[config.mk]
export PLATFORM = sky130hd
export DESIGN_NAME = spi_pixel_receive_flat
export DESIGN_NICKNAME = d
export VERILOG_FILES = /design/src/rtl/spi_pkg.sv /design/src/rtl/spi_pixel_receive_if.sv /design/src/rtl/spi_pixel_receive_sync_ff.sv /design/src/rtl/spi_pixel_receive.sv /design/src/flat_wrapper.sv
export SDC_FILE = /design/constraint.sdc
export NUM_CORES = 1
export LEC_CHECK = 0
export CORE_MARGIN = 2
export CORE_UTILIZATION = 55
export DETAILED_ROUTE_END_ITERATION = 8
export GPL_ROUTABILITY_DRIVEN = 0
export PLACE_DENSITY = 0.82
export SYNTH_ARGS = -nofsm -noshare
export SYNTH_HDL_FRONTEND = slang
export SYNTH_SLANG_ARGS = --single-unit
[constraint.sdc]
create_clock -name clk_in -period 4.2 [get_ports clk_in]
set_input_delay 0.42 -clock clk_in [delete_from_list [all_inputs] [get_ports clk_in]]
set_output_delay 0.42 -clock clk_in [all_outputs]
set_load 0.02 [all_outputs]
[src/rtl/spi_pkg.sv]
// spi_pkg: shared state encoding, raster defaults and coordinate widths for the SPI pixel receiver
package spi_pkg;
  typedef enum logic [1:0] {IDLE, SHIFT, DONE} rx_state_t;
  localparam int H_ACTIVE_DEFAULT = 1280;
  localparam int V_ACTIVE_DEFAULT = 720;
  localparam int HCOUNT_W = 11;
  localparam int VCOUNT_W = 10;
endpackage

[src/rtl/spi_pixel_receive_if.sv]
// spi_pixel_receive_if: peripheral pins in, tagged pixel stream out
interface spi_pixel_receive_if
  import spi_pkg::*;
#(
  parameter int DATA_WIDTH = 8,
  parameter int LINES = 4
);
  logic [LINES-1:0] chip_data_in;
  logic chip_clk_in;
  logic chip_sel_in;
  logic final_pixel_in;
  logic [DATA_WIDTH-1:0] pixel_out;
  logic pixel_valid_out;
  logic [HCOUNT_W-1:0] hcount_out;
  logic [VCOUNT_W-1:0] vcount_out;
  logic frame_done_out;
  logic abort_out;
  logic [15:0] err_count_out;
  modport master (
    output chip_data_in, chip_clk_in, chip_sel_in, final_pixel_in,
    input pixel_out, pixel_valid_out, hcount_out, vcount_out, frame_done_out, abort_out, err_count_out
  );
  modport slave (
    input chip_data_in, chip_clk_in, chip_sel_in, final_pixel_in,
    output pixel_out, pixel_valid_out, hcount_out, vcount_out, frame_done_out, abort_out, err_count_out
  );
endinterface

[src/rtl/spi_pixel_receive_sync_ff.sv]
// sync_ff: multi-stage synchronizer with a configurable reset value
module sync_ff #(
  parameter int WIDTH = 1,
  parameter int STAGES = 2,
  parameter logic [WIDTH-1:0] RST_VAL = '0
) (
  input  logic clk_in,
  input  logic rst_in,
  input  logic [WIDTH-1:0] d,
  output logic [WIDTH-1:0] q
);
  logic [WIDTH-1:0] chain [STAGES];
  always_ff @(posedge clk_in) begin
    if (rst_in) begin
      for (int i = 0; i < STAGES; i++) chain[i] <= RST_VAL;
    end else begin
      chain[0] <= d;
      for (int i = 1; i < STAGES; i++) chain[i] <= chain[i-1];
    end
  end
  assign q = chain[STAGES-1];
endmodule

[src/rtl/spi_pixel_receive.sv]
// spi_pixel_receive: nibble-serial SPI pixel receiver with raster tagging; SPI_RX_ERR_COUNT_EN adds a saturating abort counter
module spi_pixel_receive
  import spi_pkg::*;
#(
  parameter int DATA_WIDTH = 8,
  parameter int LINES = 4,
  parameter int SYNC_STAGES = 2,
  parameter int H_ACTIVE = H_ACTIVE_DEFAULT,
  parameter int V_ACTIVE = V_ACTIVE_DEFAULT
) (
  input logic clk_in,
  input logic rst_in,
  spi_pixel_receive_if.slave bus
);
  localparam int BEATS = DATA_WIDTH / LINES;
  localparam int BW = $clog2(BEATS + 1);
  localparam int SW = $clog2(SYNC_STAGES + 1);
  localparam logic [BW-1:0] LAST = BW'(BEATS);
  localparam logic [BW-1:0] PEN = BW'(BEATS - 1);
  localparam logic [SW-1:0] SETTLED = SW'(SYNC_STAGES);
  localparam logic [HCOUNT_W-1:0] H_LAST = HCOUNT_W'(H_ACTIVE - 1);
  localparam logic [VCOUNT_W-1:0] V_LAST = VCOUNT_W'(V_ACTIVE - 1);
  logic [LINES-1:0] data_s;
  logic final_s, dclk_s, cs_s, dclk_prev, rise, settled, seen_cs_high, final_r, fire, abort;
  logic [SW-1:0] settle;
  logic [BW-1:0] beat;
  logic [DATA_WIDTH-1:0] shift;
  logic [HCOUNT_W-1:0] h;
  logic [VCOUNT_W-1:0] v;
  rx_state_t state, state_n;
  sync_ff #(.WIDTH(LINES + 1), .STAGES(SYNC_STAGES), .RST_VAL('0)) u_data (
    .clk_in(clk_in), .rst_in(rst_in), .d({bus.final_pixel_in, bus.chip_data_in}), .q({final_s, data_s})
  );
  sync_ff #(.WIDTH(1), .STAGES(SYNC_STAGES), .RST_VAL(1'b0)) u_dclk (
    .clk_in(clk_in), .rst_in(rst_in), .d(bus.chip_clk_in), .q(dclk_s)
  );
  sync_ff #(.WIDTH(1), .STAGES(SYNC_STAGES), .RST_VAL(1'b1)) u_cs (
    .clk_in(clk_in), .rst_in(rst_in), .d(bus.chip_sel_in), .q(cs_s)
  );
  assign rise = dclk_s & ~dclk_prev;
  // the CS chain resets high, so its output is not trusted until the reset value has flushed out
  assign settled = settle == SETTLED;
  always_ff @(posedge clk_in) begin
    if (rst_in) state <= IDLE;
    else state <= state_n;
  end
  always_comb begin
    state_n = (state == IDLE)  ? ((!cs_s && seen_cs_high) ? SHIFT : IDLE)
            : (state == SHIFT) ? ((beat == LAST) ? DONE : (cs_s && !rise) ? IDLE : SHIFT)
            : (cs_s ? IDLE : DONE);
  end
  always_comb begin
    fire = state == SHIFT && beat == LAST;
    abort = state == SHIFT && beat != LAST && cs_s && !rise;
  end
  always_ff @(posedge clk_in) begin
    if (rst_in) begin
      dclk_prev <= 1'b0;
      settle <= '0;
      seen_cs_high <= 1'b0;
      beat <= '0;
      shift <= '0;
      final_r <= 1'b0;
      h <= '0;
      v <= '0;
      bus.pixel_out <= '0;
      bus.pixel_valid_out <= 1'b0;
      bus.hcount_out <= '0;
      bus.vcount_out <= '0;
      bus.frame_done_out <= 1'b0;
      bus.abort_out <= 1'b0;
    end else begin
      dclk_prev <= dclk_s;
      settle <= settled ? settle : settle + 1'b1;
      seen_cs_high <= state_n == IDLE && (seen_cs_high || (cs_s && settled));
      beat <= (state == IDLE) ? '0 : (state == SHIFT && rise && beat != LAST) ? beat + 1'b1 : beat;
      if (state == SHIFT && rise && beat != LAST) shift <= {shift[DATA_WIDTH-LINES-1:0], data_s};
      if (state == SHIFT && rise && beat == PEN) final_r <= final_s;
      bus.pixel_valid_out <= fire;
      bus.abort_out <= abort;
      bus.frame_done_out <= fire && final_r;
      if (fire) begin
        bus.pixel_out <= shift;
        bus.hcount_out <= h;
        bus.vcount_out <= v;
        h <= (final_r || h == H_LAST) ? '0 : h + 1'b1;
        v <= final_r ? '0 : (h != H_LAST) ? v : (v == V_LAST) ? '0 : v + 1'b1;
      end
    end
  end
`ifdef SPI_RX_ERR_COUNT_EN
  logic [15:0] err;
  always_ff @(posedge clk_in) begin
    if (rst_in) err <= '0;
    else if (abort && err != 16'hFFFF) err <= err + 1'b1;
  end
  assign bus.err_count_out = err;
`else
  assign bus.err_count_out = '0;
`endif
endmodule
[src/flat_wrapper.sv]
// flat-port wrapper written by rule: the top's interface ports become plain ports
module spi_pixel_receive_flat import spi_pkg::*;
#(
  parameter int DATA_WIDTH = 8,
  parameter int LINES = 4,
  parameter int SYNC_STAGES = 2,
  parameter int H_ACTIVE = H_ACTIVE_DEFAULT,
  parameter int V_ACTIVE = V_ACTIVE_DEFAULT
)
  (clk_in, rst_in, bus_chip_data_in, bus_chip_clk_in, bus_chip_sel_in, bus_final_pixel_in, bus_pixel_out, bus_pixel_valid_out, bus_hcount_out, bus_vcount_out, bus_frame_done_out, bus_abort_out, bus_err_count_out);
  spi_pixel_receive_if #(.DATA_WIDTH(DATA_WIDTH), .LINES(LINES)) bus_i ();
  input logic clk_in;
  input logic rst_in;
  input wire logic [$bits(bus_i.chip_data_in)-1:0] bus_chip_data_in;
  input wire logic [$bits(bus_i.chip_clk_in)-1:0] bus_chip_clk_in;
  input wire logic [$bits(bus_i.chip_sel_in)-1:0] bus_chip_sel_in;
  input wire logic [$bits(bus_i.final_pixel_in)-1:0] bus_final_pixel_in;
  output wire logic [$bits(bus_i.pixel_out)-1:0] bus_pixel_out;
  output wire logic [$bits(bus_i.pixel_valid_out)-1:0] bus_pixel_valid_out;
  output wire logic [$bits(bus_i.hcount_out)-1:0] bus_hcount_out;
  output wire logic [$bits(bus_i.vcount_out)-1:0] bus_vcount_out;
  output wire logic [$bits(bus_i.frame_done_out)-1:0] bus_frame_done_out;
  output wire logic [$bits(bus_i.abort_out)-1:0] bus_abort_out;
  output wire logic [$bits(bus_i.err_count_out)-1:0] bus_err_count_out;
  assign bus_i.chip_data_in = bus_chip_data_in;
  assign bus_i.chip_clk_in = bus_chip_clk_in;
  assign bus_i.chip_sel_in = bus_chip_sel_in;
  assign bus_i.final_pixel_in = bus_final_pixel_in;
  assign bus_pixel_out = bus_i.pixel_out;
  assign bus_pixel_valid_out = bus_i.pixel_valid_out;
  assign bus_hcount_out = bus_i.hcount_out;
  assign bus_vcount_out = bus_i.vcount_out;
  assign bus_frame_done_out = bus_i.frame_done_out;
  assign bus_abort_out = bus_i.abort_out;
  assign bus_err_count_out = bus_i.err_count_out;
  spi_pixel_receive #(.DATA_WIDTH(DATA_WIDTH), .LINES(LINES), .SYNC_STAGES(SYNC_STAGES), .H_ACTIVE(H_ACTIVE), .V_ACTIVE(V_ACTIVE)) u_core (.clk_in(clk_in), .rst_in(rst_in), .bus(bus_i));
endmodule
==> flow_summary.toml <==
[clock_network]
ctsLongestPathBuffers = 2
tritoncts = "done"
cts_hold_buf = 0
clkSinkCount = 84
post_cts_resize_count = 0
clockRootBuffer = "clkbuf_8"
cts_made_buffers = 9
cts_max_level = 3
clk_latency_ps = 360
cts_setup_buffers = 0
clk_pin_slew_ps = 80

[job]
max-cap-violations = 0

[route]
drtIter0Drc = 179
vias = 2625
viasPerCell = 5.29
ant_nets = 0
wire_per_inst_microns = 12.5
drt-pass1-iter-count = 4
drc = 0
routed_wirelength_microns = 6190

[finish]
finalNonFillerCells = 496
nets = 430
multi_input_area_sq_um = 1470
antennaDiodeCount = 0
regArea_sq_um = 1680
drive_gt1_frac = 0.0641
fillers = 511
area_growth_pct = 15.7

[placement]
dp.final_hpwl_microns = 4110
port_buffers = 40
dp.cells = 480

[sta]
finClkSkew_ps = 11.0
setup_violations = 0
slew_headroom = 0.466
fin_setup_tns_ps = 0
worst_slew_pin_slew_ps = 795
fin_crit_sh = 0.494
rsz0062_at_grt = "false"
maxSlewViolCount = 0
period_needed_ps = 2070
final_hold_viol_count = 0
clock.fmax_mhz = 482

[synthesis]
synth-seq-cells = 84
synth_enable_flop_cells = 0
syn_area_sq_um = 3360
yosysTopAreaCell = "dfxtp_1"
synth-async-reset-ratio = 0
synthTopCellsByArea = "dfxtp_1 (50%), nand2_1 (7.3%), a21oi_1 (5.4%)"
netlist_instances = 383
ys_types = 45
syn_avg_cell_area_sq_um = 8.78
post-synth-top-area-fraction = 0.500
ys_warn_count = 0
seq_area_frac_synth = 0.500
ys.flop_type = "dfxtp_1"

[die]
ios = 57
dieArea_sq_um = 6750
die_h_microns = 82.2
rows = 28
fp.coreArea_sq_um = 5920
initial_core_util = 0.568
die_w_microns = 82.2

[run_status]
status = "completed"

[power]
vdd_drop_max_mv = 0.262
p_per_area_nw_per_um2 = 364
leakage_nw = 1.38

[critical_path]
startpoint_type = "register"
critPathKind = "register to register"
r2r_cells = 6
worstPathRequired_ps = 4410
arrival_ps = 2280
cp_max_fo = 48
endpoint_kind = "register"

[grt]
grt_pass1_wl_microns = 10300
grt_pass1_vias = 2358
grt_overflow_total = 0
grt_usage = 0.200
antenna_found_initial = 0
grt_start_max_net_pins = 74

[hold_path]
hold_class = "register to register"
hold_depth = 1
Yosys cell counts (5+ instances only):
cell	instances
nor2_1	29
nor3_1	7
a21oi_1	36
mux2i_1	10
xnor2_1	9
ha_1	5
buf_1	6
nand3_1	12
nor2b_1	13
nand4_1	7
clkbuf_1	11
nand2_1	65
inv_1	16
o32ai_1	5
dfxtp_1	84
buf_4	17
layer usage:
metal,routed length [microns],track usage
met1,2730,0.230
met4,121,0.0967
met3,290,0.0598
met5,0,0
met2,3040,0.337
registers in the layout (all words and copies together) (netlist names):
register / count
u_core.dclk_prev: 1
u_core.bus.vcount_out: 10
u_core.bus.abort_out: 1
u_core.bus.hcount_out: 11
u_core.v: 10
u_core.u_cs.chain: 2
u_core.h: 11
u_core.bus.pixel_out: 8
u_core.bus.pixel_valid_out: 1
u_core.u_dclk.chain: 2
u_core.beat: 2
u_core.state: 2
u_core.bus.frame_done_out: 1
u_core.final_r: 1
u_core.shift: 8
u_core.seen_cs_high: 1
u_core.settle: 2
u_core.u_data.chain: 10
worst paths after layout:
check,start,endpoint,slack (ps)
min reg2reg,u_core.u_cs.chain[0][0]$_SDFF_PP1_,u_core.u_cs.chain[0][1]$_SDFF_PP1_,420
max,u_core.beat[0]$_SDFFE_PP0P_,u_core.v[1]$_SDFFE_PP0P_,2130
max reg2reg,u_core.beat[0]$_SDFFE_PP0P_,u_core.v[1]$_SDFFE_PP0P_,2130
min,u_core.u_cs.chain[0][0]$_SDFF_PP1_,u_core.u_cs.chain[0][1]$_SDFF_PP1_,420
power by group:
| group | switching (W) | internal [W] | total, W |
|---|---|---|---|
| Clock | 0.000278 | 0.000227 | 0.000504 |
| Sequential | 0.0000124 | 0.000817 | 0.000829 |
| Combinational | 0.0000498 | 0.0000343 | 0.0000841 |
| Total | 0.000340 | 0.00108 | 0.00142 |
final cells by class:
class / instances / share of cell area
inverter: 16 / 0.0154
sequential: 84 / 0.432
multi-input combinational: 262 / 0.377
timing repair buffer: 43 / 0.107
tap: 75 / 0.0241
clock inverter: 5 / 0.00707
clock buffer: 11 / 0.0363
kinds of logic (layout without fill, tap and decap cells):
group / Yosys count / in the layout / share of synthesized area
other cells: 1 / 16 / 0.00112
buf+inv: 52 / 75 / 0.0796
mux: 11 / 11 / 0.0342
compound gates: 56 / 56 / 0.103
simple gates: 162 / 162 / 0.231
fa+ha+maj: 5 / 5 / 0.0186
xor+xnor: 12 / 12 / 0.0313
flops: 84 / 84 / 0.500
worst max-delay path, cell delays in order, from the launching register on:
cell      delay (ps)
dfxtp_1          320
inv_1             90
ha_1             260
nand3b_1         100
buf_4            280
o21ai_1          700
o22ai_1          160
through the flow:
stage	util	hold slack, ps	power (W)	area (sq um)	setup WS, ps
2_1_floorplan	-	389	0.000925	3420	2640
3_3_place_gp	0.629	395	0.000928	3720	2240
3_5_place_dp	0.629	398	0.000931	3720	2150
4_1_cts	0.657	420	0.00143	3890	2130
5_1_grt	0.657	424	0.00147	3890	1940
6_report	0.657	419	0.00142	3890	2130
cell usage in the layout (no fill, tap or decap), types with 3 or more instances in the layout:
| master | n |
|---|---|
| a211oi_1 | 4 |
| a21oi_1 | 36 |
| and3_1 | 4 |
| buf_4 | 3 |
| clkbuf_8 | 10 |
| clkdlybuf4s50_1 | 39 |
| clkinv_2 | 4 |
| conb_1 | 16 |
| dfxtp_1 | 84 |
| ha_1 | 5 |
| inv_1 | 16 |
| mux2i_1 | 10 |
| nand2_1 | 65 |
| nand2b_1 | 3 |
| nand3_1 | 12 |
| nand4_1 | 7 |
| nor2_1 | 29 |
| nor2b_1 | 13 |
| nor3_1 | 7 |
| nor4_1 | 4 |
| o32ai_1 | 5 |
| or2_2 | 3 |
| or3_1 | 4 |
| xnor2_1 | 9 |
| xor2_1 | 3 |
(Power assumes the default switching activity.)
